## config.mk

```make
export PLATFORM = sky130hd
export DESIGN_NAME = midi_note_controller_flat
export DESIGN_NICKNAME = d
export VERILOG_FILES = /design/src/rtl/midi_pkg.sv /design/src/rtl/midi_note_controller_if.sv /design/src/rtl/midi_uart_rx.sv /design/src/rtl/midi_note_controller.sv /design/src/flat_wrapper.sv
export SDC_FILE = /design/constraint.sdc
export NUM_CORES = 1
export LEC_CHECK = 0
export CAP_MARGIN = 15
export CORE_ASPECT_RATIO = 0.8
export CORE_MARGIN = 3
export CORE_UTILIZATION = 58
export CTS_CLUSTER_DIAMETER = 200
export DETAILED_ROUTE_END_ITERATION = 7
export MAX_ROUTING_LAYER = met4
export PLACE_DENSITY = 0.9
export RECOVER_POWER = 25
export SYNTH_ARGS = -nofsm -noshare
export SYNTH_HDL_FRONTEND = slang
export SYNTH_SLANG_ARGS = --single-unit
```

## constraint.sdc

```tcl
create_clock -name CLOCK_50 -period 16.8 [get_ports CLOCK_50]
set_clock_uncertainty 0.2 [all_clocks]
set_input_delay 3.36 -clock CLOCK_50 [delete_from_list [all_inputs] [get_ports CLOCK_50]]
set_output_delay 3.36 -clock CLOCK_50 [all_outputs]
set_load 0.005 [all_outputs]
```

## src/rtl/midi_pkg.sv

```systemverilog
// Shared constants, state encodings and the note-to-period ROM for the MIDI note controller.
// Period table assumes a 50 MHz clock and a 256-entry wavetable.
package midi_pkg;

    localparam int unsigned CLK_HZ_DEF = 50_000_000;
    localparam int unsigned BAUD_DEF   = 31_250;
    localparam int unsigned TICKS_W    = 24;
    localparam int unsigned NOTE_W     = 7;
    localparam int unsigned MOD_W      = 8;

    localparam logic [3:0] ST_NOTE_OFF = 4'h8;
    localparam logic [3:0] ST_NOTE_ON  = 4'h9;
    localparam logic [3:0] ST_CC       = 4'hB;
    localparam logic [3:0] ST_PROG     = 4'hC;
    localparam logic [3:0] ST_CHPRESS  = 4'hD;

    localparam logic [NOTE_W-1:0] CC_MOD     = 7'd1;
    localparam logic [NOTE_W-1:0] CC_ALL_OFF = 7'd123;
    localparam logic [NOTE_W-1:0] RESET_NOTE = 7'd69;

    typedef enum logic [1:0] {
        PS_NO_STATUS,
        PS_DATA1,
        PS_DATA2
    } parse_state_e;

    typedef enum logic [1:0] {
        RX_IDLE,
        RX_START,
        RX_DATA,
        RX_STOP
    } rx_state_e;

    // Lowest-octave wavetable step period in clock ticks, Q.8 fixed point.
    function automatic logic [23:0] semitone_q8(input logic [3:0] semi);
        logic [23:0] p;
        case (semi)
            4'd0:    p = 24'd6115610;
            4'd1:    p = 24'd5772367;
            4'd2:    p = 24'd5448389;
            4'd3:    p = 24'd5142595;
            4'd4:    p = 24'd4853963;
            4'd5:    p = 24'd4581531;
            4'd6:    p = 24'd4324390;
            4'd7:    p = 24'd4081680;
            4'd8:    p = 24'd3852593;
            4'd9:    p = 24'd3636364;
            4'd10:   p = 24'd3432270;
            4'd11:   p = 24'd3239632;
            default: p = 24'd0;
        endcase
        return p;
    endfunction

    // Each octave halves the period; round-to-nearest on the shift, then minus one.
    function automatic logic [TICKS_W-1:0] note_ticks(input logic [NOTE_W-1:0] note);
        logic [3:0]  oct;
        logic [3:0]  semi;
        logic [4:0]  sh;
        logic [31:0] p;
        oct  = 4'(note / 7'd12);
        semi = 4'(note % 7'd12);
        sh   = 5'(oct) + 5'd8;
        p    = {8'd0, semitone_q8(semi)} + (32'd1 << (sh - 5'd1));
        return TICKS_W'((p >> sh) - 32'd1);
    endfunction

endpackage

```

## src/rtl/midi_note_controller_if.sv

```systemverilog
// Serial MIDI input plus the note/modulation controls handed to the Synthesizer.
interface midi_note_controller_if;
    import midi_pkg::*;

    logic                midiRx;
    logic                isNoteOn;
    logic [TICKS_W-1:0]  noteSampleTicks;
    logic [MOD_W-1:0]    modulationValue;
    logic [NOTE_W-1:0]   noteNumber;
    logic                rxError;

    modport slave (
        input  midiRx,
        output isNoteOn,
        output noteSampleTicks,
        output modulationValue,
        output noteNumber,
        output rxError
    );

    modport master (
        output midiRx,
        input  isNoteOn,
        input  noteSampleTicks,
        input  modulationValue,
        input  noteNumber,
        input  rxError
    );

endinterface

```

## src/rtl/midi_uart_rx.sv

```systemverilog
// 8N1 serial receiver: two-flop synchronizer, start-bit glitch rejection, centre sampling.
module midi_uart_rx
    import midi_pkg::*;
#(
    parameter int unsigned BIT_TICKS = 1600
) (
    input  logic       clk,
    input  logic       rst,
    input  logic       rx_i,
    output logic [7:0] rx_byte_o,
    output logic       rx_valid_o,
    output logic       rx_error_o
);

    localparam int unsigned CNT_W = (BIT_TICKS > 2) ? $clog2(BIT_TICKS) : 1;
    localparam logic [CNT_W-1:0] BIT_LAST  = CNT_W'(BIT_TICKS - 1);
    localparam logic [CNT_W-1:0] HALF_LAST = CNT_W'(BIT_TICKS / 2 - 1);

    logic             sync1_q;
    logic             sync2_q;
    logic             prev_q;
    rx_state_e        state_q;
    logic [CNT_W-1:0] cnt_q;
    logic [2:0]       bit_q;
    logic [7:0]       shift_q;

    // Synchronizers reset high so a released reset never looks like a start bit.
    always_ff @(posedge clk) begin
        if (rst) begin
            sync1_q    <= 1'b1;
            sync2_q    <= 1'b1;
            prev_q     <= 1'b1;
            state_q    <= RX_IDLE;
            cnt_q      <= '0;
            bit_q      <= '0;
            shift_q    <= '0;
            rx_byte_o  <= '0;
            rx_valid_o <= 1'b0;
            rx_error_o <= 1'b0;
        end else begin
            sync1_q    <= rx_i;
            sync2_q    <= sync1_q;
            prev_q     <= sync2_q;
            rx_valid_o <= 1'b0;
            rx_error_o <= 1'b0;
            case (state_q)
                RX_IDLE: begin
                    if (prev_q && !sync2_q) begin
                        state_q <= RX_START;
                        cnt_q   <= '0;
                    end
                end
                RX_START: begin
                    if (cnt_q == HALF_LAST) begin
                        cnt_q   <= '0;
                        bit_q   <= '0;
                        state_q <= sync2_q ? RX_IDLE : RX_DATA;
                    end else begin
                        cnt_q <= cnt_q + CNT_W'(1);
                    end
                end
                RX_DATA: begin
                    if (cnt_q == BIT_LAST) begin
                        cnt_q   <= '0;
                        shift_q <= {sync2_q, shift_q[7:1]};
                        if (bit_q == 3'd7) begin
                            state_q <= RX_STOP;
                        end else begin
                            bit_q <= bit_q + 3'd1;
                        end
                    end else begin
                        cnt_q <= cnt_q + CNT_W'(1);
                    end
                end
                RX_STOP: begin
                    if (cnt_q == BIT_LAST) begin
                        cnt_q   <= '0;
                        state_q <= RX_IDLE;
                        if (sync2_q) begin
                            rx_valid_o <= 1'b1;
                            rx_byte_o  <= shift_q;
                        end else begin
                            rx_error_o <= 1'b1;
                        end
                    end else begin
                        cnt_q <= cnt_q + CNT_W'(1);
                    end
                end
                default: state_q <= RX_IDLE;
            endcase
        end
    end

endmodule

```

## src/rtl/midi_note_controller.sv

```systemverilog
// MIDI byte parser with running status; drives monophonic note and mod-wheel controls.
module midi_note_controller
    import midi_pkg::*;
#(
    parameter int unsigned CLK_HZ       = CLK_HZ_DEF,
    parameter int unsigned BAUD         = BAUD_DEF,
    parameter int unsigned MIDI_CHANNEL = 0
) (
    input  logic                    CLOCK_50,
    input  logic                    reset,
    midi_note_controller_if.slave   bus
);

    localparam int unsigned BIT_TICKS = CLK_HZ / BAUD;
    localparam logic        OMNI      = (MIDI_CHANNEL >= 16);
    localparam logic [3:0]  CHAN      = 4'(MIDI_CHANNEL % 16);
    localparam logic [TICKS_W-1:0] RESET_TICKS = note_ticks(RESET_NOTE);

    logic [7:0] rx_byte;
    logic       rx_valid;
    logic       rx_error;

    midi_uart_rx #(
        .BIT_TICKS (BIT_TICKS)
    ) u_uart (
        .clk        (CLOCK_50),
        .rst        (reset),
        .rx_i       (bus.midiRx),
        .rx_byte_o  (rx_byte),
        .rx_valid_o (rx_valid),
        .rx_error_o (rx_error)
    );

    parse_state_e        ps_q;
    logic [3:0]          status_q;
    logic                chan_ok_q;
    logic [NOTE_W-1:0]   data1_q;
    logic                note_on_q;
    logic [NOTE_W-1:0]   note_q;
    logic [TICKS_W-1:0]  ticks_q;
    logic [TICKS_W-1:0]  ticks_d;
    logic [MOD_W-1:0]    mod_q;

    logic       is_status;
    logic       is_realtime;
    logic       is_system;
    logic [6:0] data_val;

    assign is_status   = rx_byte[7];
    assign is_realtime = (rx_byte[7:3] == 5'b11111);
    assign is_system   = (rx_byte[7:4] == 4'hF);
    assign data_val    = rx_byte[6:0];

    always_comb begin
        ticks_d = note_ticks(data1_q);
    end

    // Parser: status latches persist across messages until a system byte clears them.
    always_ff @(posedge CLOCK_50) begin
        if (reset) begin
            ps_q      <= PS_NO_STATUS;
            status_q  <= '0;
            chan_ok_q <= 1'b0;
            data1_q   <= '0;
            note_on_q <= 1'b0;
            note_q    <= RESET_NOTE;
            ticks_q   <= RESET_TICKS;
            mod_q     <= '0;
        end else if (rx_valid) begin
            if (is_status) begin
                if (!is_realtime) begin
                    if (is_system) begin
                        ps_q <= PS_NO_STATUS;
                    end else begin
                        status_q  <= rx_byte[7:4];
                        chan_ok_q <= OMNI || (rx_byte[3:0] == CHAN);
                        ps_q      <= PS_DATA1;
                    end
                end
            end else begin
                case (ps_q)
                    PS_DATA1: begin
                        data1_q <= data_val;
                        if (status_q == ST_PROG || status_q == ST_CHPRESS) begin
                            ps_q <= PS_DATA1;
                        end else begin
                            ps_q <= PS_DATA2;
                        end
                    end
                    PS_DATA2: begin
                        ps_q <= PS_DATA1;
                        if (chan_ok_q) begin
                            case (status_q)
                                ST_NOTE_ON: begin
                                    if (data_val != 7'd0) begin
                                        note_q    <= data1_q;
                                        ticks_q   <= ticks_d;
                                        note_on_q <= 1'b1;
                                    end else if (data1_q == note_q) begin
                                        note_on_q <= 1'b0;
                                    end
                                end
                                ST_NOTE_OFF: begin
                                    if (data1_q == note_q) begin
                                        note_on_q <= 1'b0;
                                    end
                                end
                                ST_CC: begin
                                    if (data1_q == CC_MOD) begin
                                        mod_q <= {data_val, 1'b0};
                                    end else if (data1_q == CC_ALL_OFF) begin
                                        note_on_q <= 1'b0;
                                    end
                                end
                                default: ;
                            endcase
                        end
                    end
                    default: ;
                endcase
            end
        end
    end

    assign bus.isNoteOn        = note_on_q;
    assign bus.noteNumber      = note_q;
    assign bus.noteSampleTicks = ticks_q;
    assign bus.modulationValue = mod_q;
    assign bus.rxError         = rx_error;

endmodule
```

## src/flat_wrapper.sv

```systemverilog
// flat-port wrapper written by rule: the top's interface ports become plain ports
module midi_note_controller_flat import midi_pkg::*;
#(
    parameter int unsigned CLK_HZ       = CLK_HZ_DEF,
    parameter int unsigned BAUD         = BAUD_DEF,
    parameter int unsigned MIDI_CHANNEL = 0
)
  (CLOCK_50, reset, bus_midiRx, bus_isNoteOn, bus_noteSampleTicks, bus_modulationValue, bus_noteNumber, bus_rxError);
  midi_note_controller_if bus_i ();
  input  logic CLOCK_50;
  input  logic reset;
  input wire logic [$bits(bus_i.midiRx)-1:0] bus_midiRx;
  output wire logic [$bits(bus_i.isNoteOn)-1:0] bus_isNoteOn;
  output wire logic [$bits(bus_i.noteSampleTicks)-1:0] bus_noteSampleTicks;
  output wire logic [$bits(bus_i.modulationValue)-1:0] bus_modulationValue;
  output wire logic [$bits(bus_i.noteNumber)-1:0] bus_noteNumber;
  output wire logic [$bits(bus_i.rxError)-1:0] bus_rxError;
  assign bus_i.midiRx = bus_midiRx;
  assign bus_isNoteOn = bus_i.isNoteOn;
  assign bus_noteSampleTicks = bus_i.noteSampleTicks;
  assign bus_modulationValue = bus_i.modulationValue;
  assign bus_noteNumber = bus_i.noteNumber;
  assign bus_rxError = bus_i.rxError;
  midi_note_controller #(.CLK_HZ(CLK_HZ), .BAUD(BAUD), .MIDI_CHANNEL(MIDI_CHANNEL)) u_core (.CLOCK_50(CLOCK_50), .reset(reset), .bus(bus_i));
endmodule
```

# After elaboration in Yosys (flattened, before gate mapping)
# Memories as Yosys holds them, arrays and structs flattened.
# Index checks and enable logic that the tools add are counted.
[totals] inputBits=3 memories=1 wordCells=109 mem_bits_ro=368 output_inout_bits=41 reg_bits=90
[op_classes] n_shift=2 n_eq_ne=27 mux=27 div=2 n_bitwise=5 n_reduce_logical=21 n_addsub=6
[mem_list] name="(no name shown)" words=16 word_bits=23 read_ports=1 rd_clocked_by_memory_dff=0 wr=0 line_no="midi_pkg.sv:37" text="case (semi)"
[op_table] operator="$mux 11" count=3
[op_table] operator="$pmux 11 s3" count=1
[op_table] operator="$add 24x32->32" count=1
[op_table] operator="$shl 1x5->32 const A" count=1
[op_table] operator="$shr 32x5->24" count=1
[op_table] operator="$eq 4x4->1 const B" count=6
[op_table] operator="$sub 24x1->24 const B" count=1
[op_table] operator="$mux 2" count=9
[op_table] operator="$ne 2x2->1 const B" count=8
[op_table] operator="$reduce_and 6->1" count=2
[op_table] operator="$add 11x1->11 const B" count=1
[op_table] operator="$eq 11x10->1 const B" count=1
[op_table] operator="$eq 11x11->1 const B" count=1
[op_table] operator="$mux 3" count=3
[op_table] operator="$reduce_and 3->1" count=3
[op_table] operator="$pmux 2 s4" count=1
[op_table] operator="$reduce_and 4->1" count=2
[op_table] operator="$div 7x4->7 const B" count=1
[op_table] operator="$eq 7x1->1 const B" count=1
[op_table] operator="$eq 7x7->1" count=1
[op_table] operator="$eq 7x7->1 const B" count=1
[op_table] operator="$mod 7x4->7 const B" count=1
[op_table] operator="$mux 1" count=7
[op_table] operator="$reduce_and 7->1" count=1
[op_table] operator="24 further kinds" count=32

# Depth between registers and ports, before layout
# Gate-level depths: netlist of the first run.
[logic_depth] ltp_word=7 depth_mapped=28

# By module
# Synthesis of the first run repeated with hierarchy kept, for this count alone.
[hier_totals] hier_cells=908 hier_area_um2=6859.1
[by_module_without_submodules] mod="midi_note_controller" area_per_inst_um2=5148.7 n_inst=1 cells_per_inst=701
[by_module_without_submodules] mod="midi_uart_rx" area_per_inst_um2=1710.4 n_inst=1 cells_per_inst=207

# Least setup slack after synthesis of the first run
# OpenSTA, ideal clock, no wires.
[synth_path] kind="reg2reg" from="register u_core.data1_q[5]" to="register u_core.ticks_q[10] (netlist: u_core.bus.noteSampleTicks[10])" arrival_ps=5413 synth_period_minus_slack_ps=5702 stages_incl_launch_ff=28 slack_ps=11098 required_time_ps=16512 path_cell_list="dfxtp_1 -> buf_4 -> xor2_1 -> and2_4 -> a211o_2 -> nor2_1 -> buf_4 -> buf_4 -> xnor2_1 -> clkbuf_1 -> nand2_1 -> o211ai_1 -> ha_1 -> buf_2 -> a21o_1 -> a221o_1 -> and2_4 -> o31ai_1 -> nand3_1 -> a311oi_1 -> a21oi_1 -> a21boi_0 -> ha_1 -> o2111a_2 -> and2_4 -> buf_6 -> a311o_1 -> a311oi_2"
[synth_via] elab_chain_cells=7
[synth_rtl] element="start: declaration" line_no="midi_note_controller.sv:37" text="logic [NOTE_W-1:0] data1_q;"
[synth_rtl] element="start signal: assignment" line_no="midi_note_controller.sv:83" text="data1_q <= data_val;"
[synth_rtl] element="$div 7x4->7" line_no="midi_pkg.sv:61" text="oct = 4'(note / 7'd12);"
[synth_rtl] element="$add 4x4->5" line_no="midi_pkg.sv:63" text="sh = 5'(oct) + 5'd8;"
[synth_rtl] element="$sub 5x1->5" line_no="midi_pkg.sv:64" text="p = {8'd0, semitone_q8(semi)} + (32'd1 << (sh - 5'd1));"
[synth_rtl] element="$shl 1x5->32" line_no="midi_pkg.sv:64"
[synth_rtl] element="$add 24x32->32" line_no="midi_pkg.sv:64"
[synth_rtl] element="$shr 32x5->24 (*)" line_no="midi_pkg.sv:65" text="return TICKS_W'((p >> sh) - 32'd1);"
[synth_rtl] element="$sub 24x1->24 (*)" line_no="midi_pkg.sv:65"
[synth_rtl] element="end signal: assignment" line_no="midi_note_controller.sv:97" text="ticks_q <= ticks_d;"
[synth_rtl] element="end: declaration" line_no="midi_note_controller.sv:40" text="logic [TICKS_W-1:0] ticks_q;"
# Every way passes the cells marked *; elsewhere a longest branch is shown, timed or not.
# A chain may end at the register's enable or synchronous reset.

==> impl_metrics.json, run 1 <==
{
  "rows": 35,
  "cts_root_buf": "clkbuf_16",
  "cts-resized-gates": 0,
  "cts_tree": "built",
  "start_util_pct": 59.81,
  "layout.cells.non_filler": 1072,
  "slew_violations": 80,
  "grt_max_degree": 80,
  "avgSynthCellArea_sq_um": 7.615,
  "fin_area_sq_um": 7627,
  "max_slew_margin_pct": -125.6,
  "p_leak_nw": 3.016,
  "synth_edf_count": 0,
  "fin_setup_tns_ns": 0,
  "vias": 7242,
  "synth_cell_types": 91,
  "netlist_instances": 908,
  "yosysWarnings": 0,
  "synth_flop_cell": "dfxtp_1",
  "cts_num_sinks": 90,
  "register_area_sq_um": 1802,
  "p_comb_share_pct": 9.6,
  "gp_congestion": 1.053,
  "layout_min_cycle_time_ns": 7.677,
  "synth-simple-area-share_pct": 27.47,
  "async_reset_ff_share_pct": 0,
  "path_buf_inv": 3,
  "hold_path_class": "flop to flop",
  "clock_latency_ns": 0.35,
  "place_inst": 1055,
  "antenna_left": 0,
  "fillerInstances": 946,
  "io_pins": 44,
  "area_growth_pct": 10.31,
  "critPathLaunchType": "input pin",
  "run_status": "complete, but fails checks",
  "core_sq_um": 11560,
  "netlist_area_sq_um": 6914,
  "grt_pass1_wl_mm": 32.73,
  "grt_use_total_pct": 30.52,
  "p_sw_uw": 119.1,
  "fp.dieH_microns": 103.7,
  "crit_type": "input pin to flop",
  "p_seq_share_pct": 46.6,
  "ys_seq_elements": 90,
  "hold_buffers": 0,
  "htree_num_levels": 3,
  "worstMarginPinSlew_ns": 3.384,
  "clkTransAtPathRegs_ns": 0.06,
  "viasPerCell": 6.756,
  "die_w_microns": 128.1,
  "drt-total-wl_mm": 20.14,
  "multi_input_area_sq_um": 4820,
  "maxClockFrequency_ghz": 0.1303,
  "cp-startpoint": "reset",
  "post_drt_wl_per_cell_microns": 18.79,
  "final_util_pct": 65.97,
  "cp.arrival_ns": 7.71,
  "synth_compound_area_share_pct": 28.59,
  "first_iter_violations": 1166,
  "power_density_nw_per_um2": 61.09,
  "violations": "max-capacitance violations, max-slew violations",
  "cts_buffers": 9,
  "rsz0062_at_grt": "false",
  "ir_drop_mv": 0.05218,
  "critPathMaxStageDelay_ns": 2.38,
  "clockBufferDepth": 2,
  "hp-start": "u_core.u_uart.sync1_q",
  "postCtsSetupBuffers": 0,
  "crit_fanout": 79,
  "p_clk_share_pct": 43.8,
  "synth.mux.area_fraction_pct": 5.085,
  "dieArea_sq_um": 13280,
  "slowest_stage": "clkbuf_1",
  "setup_viol": 0,
  "seq_area_frac_synth_pct": 26.06,
  "timing.rr.start": "u_core.data1_q[4]",
  "dp_hpwl_mm": 14.45,
  "maxCapViolCount": 1,
  "drt_pre_antenna_iters": 6,
  "drive_gt1_share_pct": 6.602,
  "hold_viol": 0,
  "fin_nets": 953,
  "p_int_uw": 346.8,
  "fin_crit_sh_pct": 45.70,
  "antenna_found_initial": 0,
  "gr-total-overflow": 0,
  "timing.final.ws_setup_ns": 9.123,
  "drc": 0,
  "synthXorXnorAreaFrac_pct": 2.153,
  "n_antenna_cell": 0,
  "required_ns": 16.84,
  "io_buffer_count": 42,
  "synth_fa_ha_area_share_pct": 5.755,
  "grt_pass1_vias": 6481,
  "endpoint_kind": "flop",
  "crit_family": "buffers and inverters",
  "dp_slack_ns": 10.15,
  "synth_top_family_by_area": "compound AO/OA/AOI/OAI gates",
  "swShare_pct": 25.57,
  "path_cells": "buf_2 > clkbuf_1 > inv_1 > nand3_1 > o21ai_0 > a211o_1",
  "dpl_cell_area_sq_um": 7323
}
==> metal layers <==
metal  vias to the layer above  GRT usage, %  wire [microns]
met5                         -             -               0
met4                         0         9.091             475
met3                        57         6.237            2134
met2                       420         45.03            8775
met1                      3365         42.18            8755
li1                       3400             -               -
==> registers in the layout, indices dropped and copies added (netlist names), 2 cells and up, named ones only <==
signal and cells:
u_core.data1_q 7, u_core.bus.noteNumber 7, u_core.ps_q 2, u_core.bus.noteSampleTicks 24
u_core.bus.modulationValue 7, u_core.u_uart.cnt_q 11, u_core.u_uart.bit_q 3, u_core.status_q 4
u_core.u_uart.shift_q 8, u_core.u_uart.rx_byte_o 8
==> placed cells by master (no fill, tap or decap), drive strengths merged, types with 20 or more instances in the layout <==
cell and n:
a211oi 20, a21oi 67, clkdlybuf4s50 41, dfxtp 90, ha 31, mux2i 34, nand2 95, nand3 29
nand4 24, nor2 118, nor3 24, o21ai 39
==> power by group through the flow <==
| stage | clock network (mW) | logic (mW) | registers [mW] |
|---|---|---|---|
| 4_1_cts | 0.206 | 0.0416 | 0.217 |
| 5_1_grt | 0.214 | 0.0489 | 0.217 |
| 6_report | 0.204 | 0.0449 | 0.217 |
| 3_3_place_gp | 0 | 0.0409 | 0.222 |
| 2_1_floorplan | 0 | 0.0350 | 0.220 |
| 3_5_place_dp | 0 | 0.0410 | 0.222 |
==> layout make-up <==
class,count,share of cell area [%]
clock inverter,6,0.9350
multi-input combinational,754,63.19
clock buffer,10,3.002
inverter,15,0.7382
tap,148,2.428
timing repair buffer,49,6.086
sequential,90,23.62
==> worst register-to-register path: cells and delay by family (launching register included) <==
kind            cells  cell delay (ns)
fa+ha+maj           1             0.46
simple gates        7             1.58
compound gates     11             3.36
xor+xnor            1             0.67
flops               1             0.63
==> cell families (layout without fill, tap and decap cells) <==
| logic type | count (synthesis) | in the layout |
|---|---|---|
| buffers and inverters | 75 | 80 |
| XOR/XNOR | 17 | 17 |
| multiplexers | 35 | 35 |
| AND/OR/NAND/NOR | 383 | 383 |
| other | 1 | 12 |
| adder cells (fa/ha/maj) | 32 | 32 |
| flip-flops | 90 | 90 |
| AO/OA/AOI/OAI | 275 | 275 |
==> cells in the mapped netlist (4+ instances only) <==
cell type  number  area, sq um
a211oi_1       16        120.1
a21boi_0        5        37.54
a21o_1         12        90.09
a21oi_1        66        330.3
a221o_1         4        40.04
a22oi_1         7        52.55
a311oi_1        7        61.31
a31o_2          5        43.79
a31oi_1        13        81.33
and2_1         11        68.82
and2_4          4        35.03
and3_1          9        56.30
and4_1          8        70.07
buf_2          12        60.06
buf_4           6        45.04
clkbuf_1       38        142.6
dfxtp_1        90         1802
ha_1           31        387.9
inv_1          15        56.30
mux2i_1        34        340.3
nand2_1        94        352.8
nand2b_1       12        75.07
nand3_1        29        145.1
nand4_1        24        150.1
nor2_1        118        442.9
nor2b_1         6        37.54
nor3_1         24        120.1
nor3b_1         6        45.04
nor4_1          5        31.28
o2111ai_1       4        35.03
o211ai_1       16        120.1
o21a_1          4        30.03
o21ai_0        36        180.2
o21bai_1        4        30.03
o221a_2         4        45.04
o22ai_1         6        37.54
o31ai_1         5        37.54
or2_2           6        37.54
or3_1           6        37.54
xnor2_1        11        96.34
xor2_1          6        52.55
==> worst paths after layout <==
| kind | endpoint | cells past startpoint | slack [ns] |
|---|---|---|---|
| setup / recovery | u_core.bus.noteSampleTicks[13] | 6 | 9.12 |
| hold / removal | u_core.u_uart.sync2_q | 1 | 0.22 |
| setup reg to reg | u_core.bus.noteSampleTicks[10] | 20 | 9.76 |
| hold reg to reg | u_core.u_uart.sync2_q | 1 | 0.22 |
==> through the flow <==
step,power [mW],hold slack [ns]
2_1_floorplan,0.2555,0.1895
3_3_place_gp,0.2628,0.1994
3_5_place_dp,0.2629,0.2059
4_1_cts,0.4650,0.2181
5_1_grt,0.4806,0.2357
6_report,0.4660,0.2150
No activity file was read; power rests on OpenSTA's default activity.
==> inputs of run 2 (changes only) <==
==> constraint.sdc (replaced) <==
create_clock -name CLOCK_50 -period 7.85 [get_ports CLOCK_50]
set_clock_uncertainty 0.2 [all_clocks]
set_input_delay 1.57 -clock CLOCK_50 [delete_from_list [all_inputs] [get_ports CLOCK_50]]
set_output_delay 1.57 -clock CLOCK_50 [all_outputs]
set_load 0.005 [all_outputs]
==> run 2 against run 1 <==
The flow still finishes with violations (max-capacitance violations, max-slew violations). Combinational power grew 110%. Non-clock buffer count rose by 1. Sequential cell count unchanged. First-iteration DRC count fell by 7.7%. Register-to-register slack worse by 8.7 ns. Final cell count barely moved. Wire length up 1.0%. Power rose by 110%. Global-route usage rose by 0.45 points. Worst setup slack got worse by 8.1 ns. Critical path depth increased by 16. Critical endpoint is now u_core.bus.noteSampleTicks[14]. Largest cell class unchanged.
==> impl_metrics.json, run 2 (synthesis gave the netlist of run 1 again) <==
{
  "power_density_nw_per_um2": 127.4,
  "postCtsSetupBuffers": 0,
  "drc": 0,
  "dieArea_sq_um": 13280,
  "layout.cells.non_filler": 1073,
  "final_util_pct": 65.89,
  "total_power_uw": 970.1,
  "whs_path_depth": 1,
  "start_util_pct": 59.81,
  "final_common_cell": "nor2_1",
  "grt_pass1_wl_mm": 33.22,
  "n_antenna_cell": 0,
  "dpl_cell_area_sq_um": 7331,
  "rsz0062_at_grt": "false",
  "cts_num_sinks": 90,
  "timing.final.ws_setup_ns": 1.029,
  "required_ns": 7.87,
  "dp_slack_ns": 1.318,
  "cts_tree": "built",
  "maxClockFrequency_ghz": 0.1466,
  "core_sq_um": 11560,
  "reg2reg_to": "u_core.bus.noteSampleTicks[14]",
  "clkTransAtPathRegs_ns": 0.07,
  "antenna_left": 0,
  "gp_congestion": 1.077,
  "drt_pre_antenna_iters": 6,
  "area_growth_pct": 10.17,
  "crit_fanout": 16,
  "htree_num_levels": 3,
  "ir_drop_mv": 0.2105,
  "worstMarginPinSlew_ns": 3.330,
  "fin_area_sq_um": 7617,
  "critPathLaunchType": "flop",
  "drt-total-wl_mm": 20.35,
  "io_buffer_count": 42,
  "hold_end": "u_core.u_uart.sync2_q",
  "p_leak_nw": 3.019,
  "fillerInstances": 977,
  "gr-total-overflow": 0,
  "post_drt_wl_per_cell_microns": 18.97,
  "register_area_sq_um": 1802,
  "slew_violations": 80,
  "die_w_microns": 128.1,
  "timing.rr.start": "u_core.data1_q[6]",
  "rows": 35,
  "fp.dieH_microns": 103.7,
  "timing.hold.ws_ns": 0.2327,
  "antenna_found_initial": 0,
  "hold_buffers": 0,
  "vias": 7300,
  "run_status": "complete, but fails checks",
  "grt_pass1_vias": 6567,
  "reg2reg_depth": 22,
  "layout_min_cycle_time_ns": 6.821,
  "io_pins": 44,
  "max_slew_margin_pct": -122.0,
  "final_cell_mix": "nor2_1 (118), nand2_1 (94), dfxtp_1 (90)",
  "fin_crit_sh_pct": 86.89,
  "setup_viol": 0,
  "grt_use_total_pct": 30.97,
  "viasPerCell": 6.803,
  "clockBufferDepth": 2,
  "clock_latency_ns": 0.34,
  "dp_hpwl_mm": 14.82,
  "hold_path_class": "flop to flop",
  "grt_max_degree": 80,
  "place_inst": 1056,
  "fin_nets": 954,
  "violations": "max-capacitance violations, max-slew violations",
  "crit_type": "flop to flop",
  "multi_input_area_sq_um": 4820,
  "drive_gt1_share_pct": 6.703,
  "hp-start": "u_core.u_uart.sync1_q",
  "cts_buffers": 9,
  "cp.arrival_ns": 6.84,
  "cts-resized-gates": 0,
  "fin_setup_tns_ns": 0,
  "endpoint_kind": "flop",
  "largest_reg_flops": 24,
  "first_iter_violations": 1076,
  "cts_root_buf": "clkbuf_16",
  "hold_viol": 0,
  "r2r_slack_ns": 1.03,
  "maxCapViolCount": 1
}
-- run 2: changes by cell type in the layout (fill, tap and decap cells not counted) --
| cell | delta |
|---|---|
| clkbuf_4 | -1 |
| inv_8 | +2 |
| clkinvlp_4 | -1 |
| bufinv_16 | -1 |
| inv_6 | -1 |
| buf_2 | +1 |
| clkinv_4 | +1 |
| buf_4 | +1 |
-- run 2: cell type report --
cell class | instances | area share (%)
Clock buffer | 10 | 3.006
Clock inverter | 6 | 0.7392
Inverter | 15 | 0.7392
Multi-Input combinational cell | 754 | 63.27
Sequential cell | 90 | 23.65
Tap cell | 148 | 2.431
Timing Repair Buffer | 50 | 6.160
-- run 2: how the worst max path moves through the flow --
stage,slack (ns),cells past startpoint,to,startpoint
2_1_floorplan,2.15,27,u_core.bus.noteSampleTicks[10],u_core.data1_q[5]
4_1_cts,1.28,23,u_core.bus.noteSampleTicks[14],u_core.data1_q[4]
5_1_grt,0.54,23,u_core.bus.noteSampleTicks[14],u_core.data1_q[4]
3_5_place_dp,1.32,23,u_core.bus.noteSampleTicks[14],u_core.data1_q[4]
6_report,1.03,22,u_core.bus.noteSampleTicks[14],u_core.data1_q[6]
3_3_place_gp,1.23,23,u_core.bus.noteSampleTicks[14],u_core.data1_q[4]
-- run 2: critical path, stage by stage (launching register included) --
cell	delay (ns)
dfxtp_1	0.62
nand2b_1	0.21
a21boi_0	0.34
o22a_1	0.37
nand2_2	0.29
xnor2_1	0.25
buf_4	0.18
nand2_1	0.11
o21ai_0	0.27
ha_1	0.39
a21o_1	0.33
a31oi_1	0.32
a21boi_2	0.26
a211oi_1	0.12
or2_2	0.38
o211ai_1	0.23
nand2_1	0.12
a21boi_0	0.46
ha_1	0.27
o2111a_2	0.26
nand4_1	0.17
o41a_1	0.37
a31oi_1	0.16
-- run 2: routing by layer --
| layer | global-route usage, % | part of all wire (%) | wire length, microns | up-vias |
|---|---|---|---|---|
| li1 | - | - | - | 3404 |
| met1 | 43.43 | 44 | 8978 | 3379 |
| met2 | 44.58 | 43 | 8805 | 450 |
| met3 | 6.959 | 9.9 | 2006 | 67 |
| met4 | 9.091 | 2.8 | 560 | 0 |
| met5 | - | 0 | 0 | - |
-- run 2: power breakdown --
part,leakage [nW],switching (mW),total [mW],internal (mW)
sequential,0.726,0.00501,0.465,0.460
combinational,2.16,0.0633,0.0948,0.0314
clock,0.138,0.189,0.410,0.222
==> edit 1: new RTL, settings of run 2 <==
Encoding of `parse_state_e`: now one-hot (3 bits for 3 states).
--- a/src/rtl/midi_pkg.sv
+++ b/src/rtl/midi_pkg.sv
@@ -18,10 +18,10 @@
     localparam logic [NOTE_W-1:0] CC_ALL_OFF = 7'd123;
     localparam logic [NOTE_W-1:0] RESET_NOTE = 7'd69;
 
-    typedef enum logic [1:0] {
-        PS_NO_STATUS,
-        PS_DATA1,
-        PS_DATA2
+    typedef enum logic [2:0] {
+        PS_NO_STATUS = 3'b001,
+        PS_DATA1     = 3'b010,
+        PS_DATA2     = 3'b100
     } parse_state_e;
 
     typedef enum logic [1:0] {
Check against the original RTL: no difference found for any inputs over 4 cycles, from zero or initial values and one cycle with reset high; so few cycles prove little.
==> edit 1 against run 2 <==
Final area decreased by 3.0%. Die area is 3.1% lower. Worst setup slack got worse by 0.35 ns. Core utilization is 0.89 points higher. Routed wire length fell by 13%. Total power decreased by 0.51%. Sequential cell count is 1 higher. Area after synthesis is 3.3% lower. Largest cell class unchanged.
==> edit 1: results (changes against run 2) <==
[critical_path]
max_stage_delay_ns = 0.62  ; about the same
critical_path.reg2reg.startpoint = u_core.data1_q[6]
critPathArrivalTime_ns = 7.23  ; +0.39 ns
crit_path_max_fanout = 16  ; unchanged
crit_family = simple AND/OR/NAND/NOR gates

[clock_tree]
cts_resized = 0  ; unchanged
clkTransAtPathRegs_ns = 0.07  ; about the same
post-cts-setup-buffer-count = 0  ; unchanged
cts_inserted_buffers = 9  ; unchanged

[pwr]
pg_seq_uw = 470  ; +1%
pwr-share-clk = 0.414  ; -0.009
switching_share = 0.259  ; -0.00576
leakage_uw = 0.00302  ; about the same
vdd_ir_drop_max_v = 0.000116  ; -45%
power-top-group = sequential cells
power.share.sequential = 0.487  ; +0.008

[timing]
fin_setup_tns_ns = 0  ; unchanged
tightestPinTransition_ns = 0.840  ; -2.49 ns

[grt]
grt.met2_usage = 0.422  ; -0.0241
grt_max_degree = 74  ; -7.5%
met1_usage = 0.377  ; -0.0577
use_met3 = 0.0799  ; +0.0103
grt_pass1_vias = 5832  ; -11%
grt_usage = 0.281  ; -0.0285
antenna_found_initial = 0  ; unchanged
grt_pass1_wl_um = 29200  ; -12%

[layout]
n_antenna_cell = 0  ; unchanged
fin_cells = 1034  ; -3.6%
drive_gt1_frac = 0.0629  ; -0.00411
nets = 919  ; -3.7%

[detailed_routing]
drt-pass1-iter-count = 5  ; -1
drt-total-wl_um = 17800  ; -13%
dr_wl_met3_um = 1640  ; -18%
wl_met2_um = 7840  ; -11%
routed.top_layer = met4
drt_iter0_drc = 981  ; -8.8%
drt-met1-wl_um = 7980  ; -11%
vias = 6645  ; -9.0%

[worst_hold_path]
min_from = u_core.u_uart.sync1_q

[run_status]
status = finished clean

[placement]
place_ws_ns = 0.841  ; -0.477 ns
dpl.hpwl_um = 13000  ; -12%
routabilityCongestion = 1.04  ; -3.0%
place_area_um2 = 7110  ; -3.0%

[yosys]
synth.top_cells.by_area = dfxtp_1 (27%), nor2_1 (6.3%), mux2i_1 (6.0%)
syn_avg_cell_area_um2 = 7.70  ; +1.1%
yosysSeqAreaShare = 0.272  ; +0.0118
yosysUniqueCellTypes = 86  ; -5.5%
synth_common_cells = nor2_1 (113), nand2_1 (100), dfxtp_1 (91)
async_reset_ff_frac = 0  ; unchanged

## edit 1: worst paths after layout
kind / endpoint / slack (ns) / cells after the start
hold / removal: u_core.u_uart.sync2_q / 0.22 / 1
hold reg to reg: u_core.u_uart.sync2_q / 0.22 / 1
setup / recovery: u_core.bus.noteSampleTicks[10] / 0.67 / 26
setup reg to reg: u_core.bus.noteSampleTicks[10] / 0.67 / 26
## edit 1: final cells by class
cell class / instances / area [um2]
timing repair buffer: 48 / 460
tap: 144 / 180
multi-input combinational: 715 / 4570
inverter: 20 / 75.1
clock inverter: 6 / 48.8
fill: 907 / 3670
clock buffer: 10 / 229
sequential: 91 / 1820
## edit 1: logic make-up after synthesis
group                    after synthesis  synth area share
AO/OA/AOI/OAI                        256             0.263
AND/OR/NAND/NOR                      342             0.246
buffers and inverters                 74            0.0505
other                                  1          0.000561
XOR/XNOR                              30            0.0393
adder cells (fa/ha/maj)               31            0.0580
flip-flops                            91             0.272
multiplexers                          44            0.0705
==> edit 2: new RTL, settings of run 2 <==
Without the edit above. `BAUD_DEF`: 31_250 -> 7_812.
--- a/src/rtl/midi_pkg.sv
+++ b/src/rtl/midi_pkg.sv
@@ -3,7 +3,7 @@
 package midi_pkg;
 
     localparam int unsigned CLK_HZ_DEF = 50_000_000;
-    localparam int unsigned BAUD_DEF   = 31_250;
+    localparam int unsigned BAUD_DEF   = 7_812;
     localparam int unsigned TICKS_W    = 24;
     localparam int unsigned NOTE_W     = 7;
     localparam int unsigned MOD_W      = 8;
Check against the original RTL: same outputs for any inputs over 4 cycles, from zero or initial values and one cycle with reset high; that may be too few to reach the edited logic, so the function may still have changed.
==> edit 2 against run 2 <==
Final area grew 1.8%. Worst setup slack worse by 0.21 ns. Die area grew 2.4%. Area after synthesis up 2.5%. Count of clock-buffer cells in the layout unchanged. Non-clock buffer count decreased by 5. Sequential power grew 1%. Total power up 0.81%. Sequential cell count rose by 2. Sequential share of layout area grew 0.097 points. The run still ends with max-capacitance violations, max-slew violations left. Highest routed layer unchanged. Via count decreased by 3.6%. Largest cell class unchanged. Routed wire length fell by 7.5%. Clock power rose by 5.6%.
==> edit 2: results (changes against run 2) <==
[detailed_routing]
drt_iter0_drc = 960  ; -11%
vias_per_cell = 6.48  ; -4.7%
dr_wl_met3_um = 1570  ; -22%
post_drt_wl_per_cell_um = 17.4  ; -8.5%
wl_met2_um = 8610  ; -2.2%
drt-total-wl_um = 18800  ; -7.5%
drt-met1-wl_um = 8300  ; -7.5%

[flow_run]
max_cap_viol_count = 1  ; unchanged

[grt]
grt_pass1_vias = 6273  ; -4.5%
use_met3 = 0.0526  ; -0.0170
grt_usage = 0.288  ; -0.0220
met1_usage = 0.403  ; -0.0313
grt.met2_usage = 0.430  ; -0.0154
grt_max_degree = 69  ; -14%
grt_pass1_wl_um = 31300  ; -5.7%

[placement]
routabilityCongestion = 0.978  ; -9.2%
dp.cells = 1069  ; +1.2%
dpl.hpwl_um = 13900  ; -6.0%
place_area_um2 = 7450  ; +1.6%
place_ws_ns = 0.842  ; -0.476 ns

[run_status]
status = finished with violations
violations = max-capacitance violations, max-slew violations

[critical_path]
rrSetupSlack_ns = 0.82  ; -0.21 ns
slowest_stage = a211oi_1
crit_path_max_fanout = 15  ; -1
r2r_cells = 20  ; -9.1%
max_stage_delay_ns = 0.64  ; +0.02 ns
critPathArrivalTime_ns = 7.10  ; +0.26 ns

[worst_hold_path]
hold_path_depth = 1  ; unchanged
min_from = u_core.u_uart.sync1_q

[pwr]
vdd_ir_drop_max_v = 0.000137  ; -35%
leakage_uw = 0.00288  ; -4.5%

[yosys]
yosys_warnings = 0  ; unchanged
synth.top_cells.by_area = dfxtp_1 (26%), nor2_1 (7.0%), nand2_1 (5.8%)
netlist_instances = 915  ; +0.77%
synth_common_cells = nor2_1 (132), nand2_1 (109), dfxtp_1 (92)
yosysUniqueCellTypes = 103  ; +13%
yosysSeqAreaShare = 0.260  ; -0.000745
ys_dominant_reg_cell = dfxtp_1

[timing]
tightestPinTransition_ns = 2.70  ; -0.630 ns
finalHoldWorstSlack_ns = 0.245  ; +0.0127 ns
drv_slew = 69  ; -14%
layout_worst_path_cycle_share = 0.896  ; +0.0270

[clock_tree]
clock_latency_ns = 0.36  ; +0.02 ns

[layout]
nets = 966  ; +1.3%
nFillCells = 972  ; -0.51%
drive_gt1_frac = 0.0854  ; +0.0184

[edit 2: cell types whose count changed in the layout (fill, tap and decap cells not counted), moves of 5 or more]
cell / delta
a21o_1: -5
a21oi_1: +5
and4_1: -5
clkdlybuf4s50_1: -5
dlygate4sd3_1: +5
nand2_1: +15
nand3_1: -6
nand3b_1: +5
nand4_1: -14
nor2_1: +14
nor3_1: +5
o21ai_0: +7
xnor2_1: +12
[edit 2: power breakdown]
| part | switching [uW] | internal [uW] |
|---|---|---|
| Clock | 201 | 233 |
| Combinational | 48.6 | 25.0 |
| Sequential | 2.70 | 468 |
| Total | 252 | 726 |
[edit 2: kinds of logic after synthesis]
kind of cell	count (synthesis)	share of synthesized area
AO/OA/AOI/OAI	258	0.265
multiplexers	40	0.0586
other	1	0.000529
adder cells (fa/ha/maj)	31	0.0547
AND/OR/NAND/NOR	401	0.276
buffers and inverters	65	0.0517
flip-flops	92	0.260
XOR/XNOR	27	0.0344
[edit 2: worst paths after layout]
path | endpoint
max | u_core.bus.noteSampleTicks[22]
min | u_core.u_uart.sync2_q
max reg2reg | u_core.bus.noteSampleTicks[22]
min reg2reg | u_core.u_uart.sync2_q
[edit 2: cell type report]
| type | count | area [um2] | area share |
|---|---|---|---|
| Timing Repair Buffer | 45 | 433 | 0.0558 |
| Inverter | 15 | 56.3 | 0.00726 |
| Clock inverter | 6 | 65.1 | 0.00839 |
| Multi-Input combinational cell | 769 | 4930 | 0.636 |
| Clock buffer | 10 | 239 | 0.0308 |
| Sequential cell | 92 | 1840 | 0.237 |
| Tap cell | 148 | 185 | 0.0239 |
[edit 2: timing repair]
| action | 4_1_cts | 5_1_grt |
|---|---|---|
| hold buffers | 0 | 0 |
| resized for setup | 0 | 1 |
| endpoints found under the setup margin | 0 | 4 |
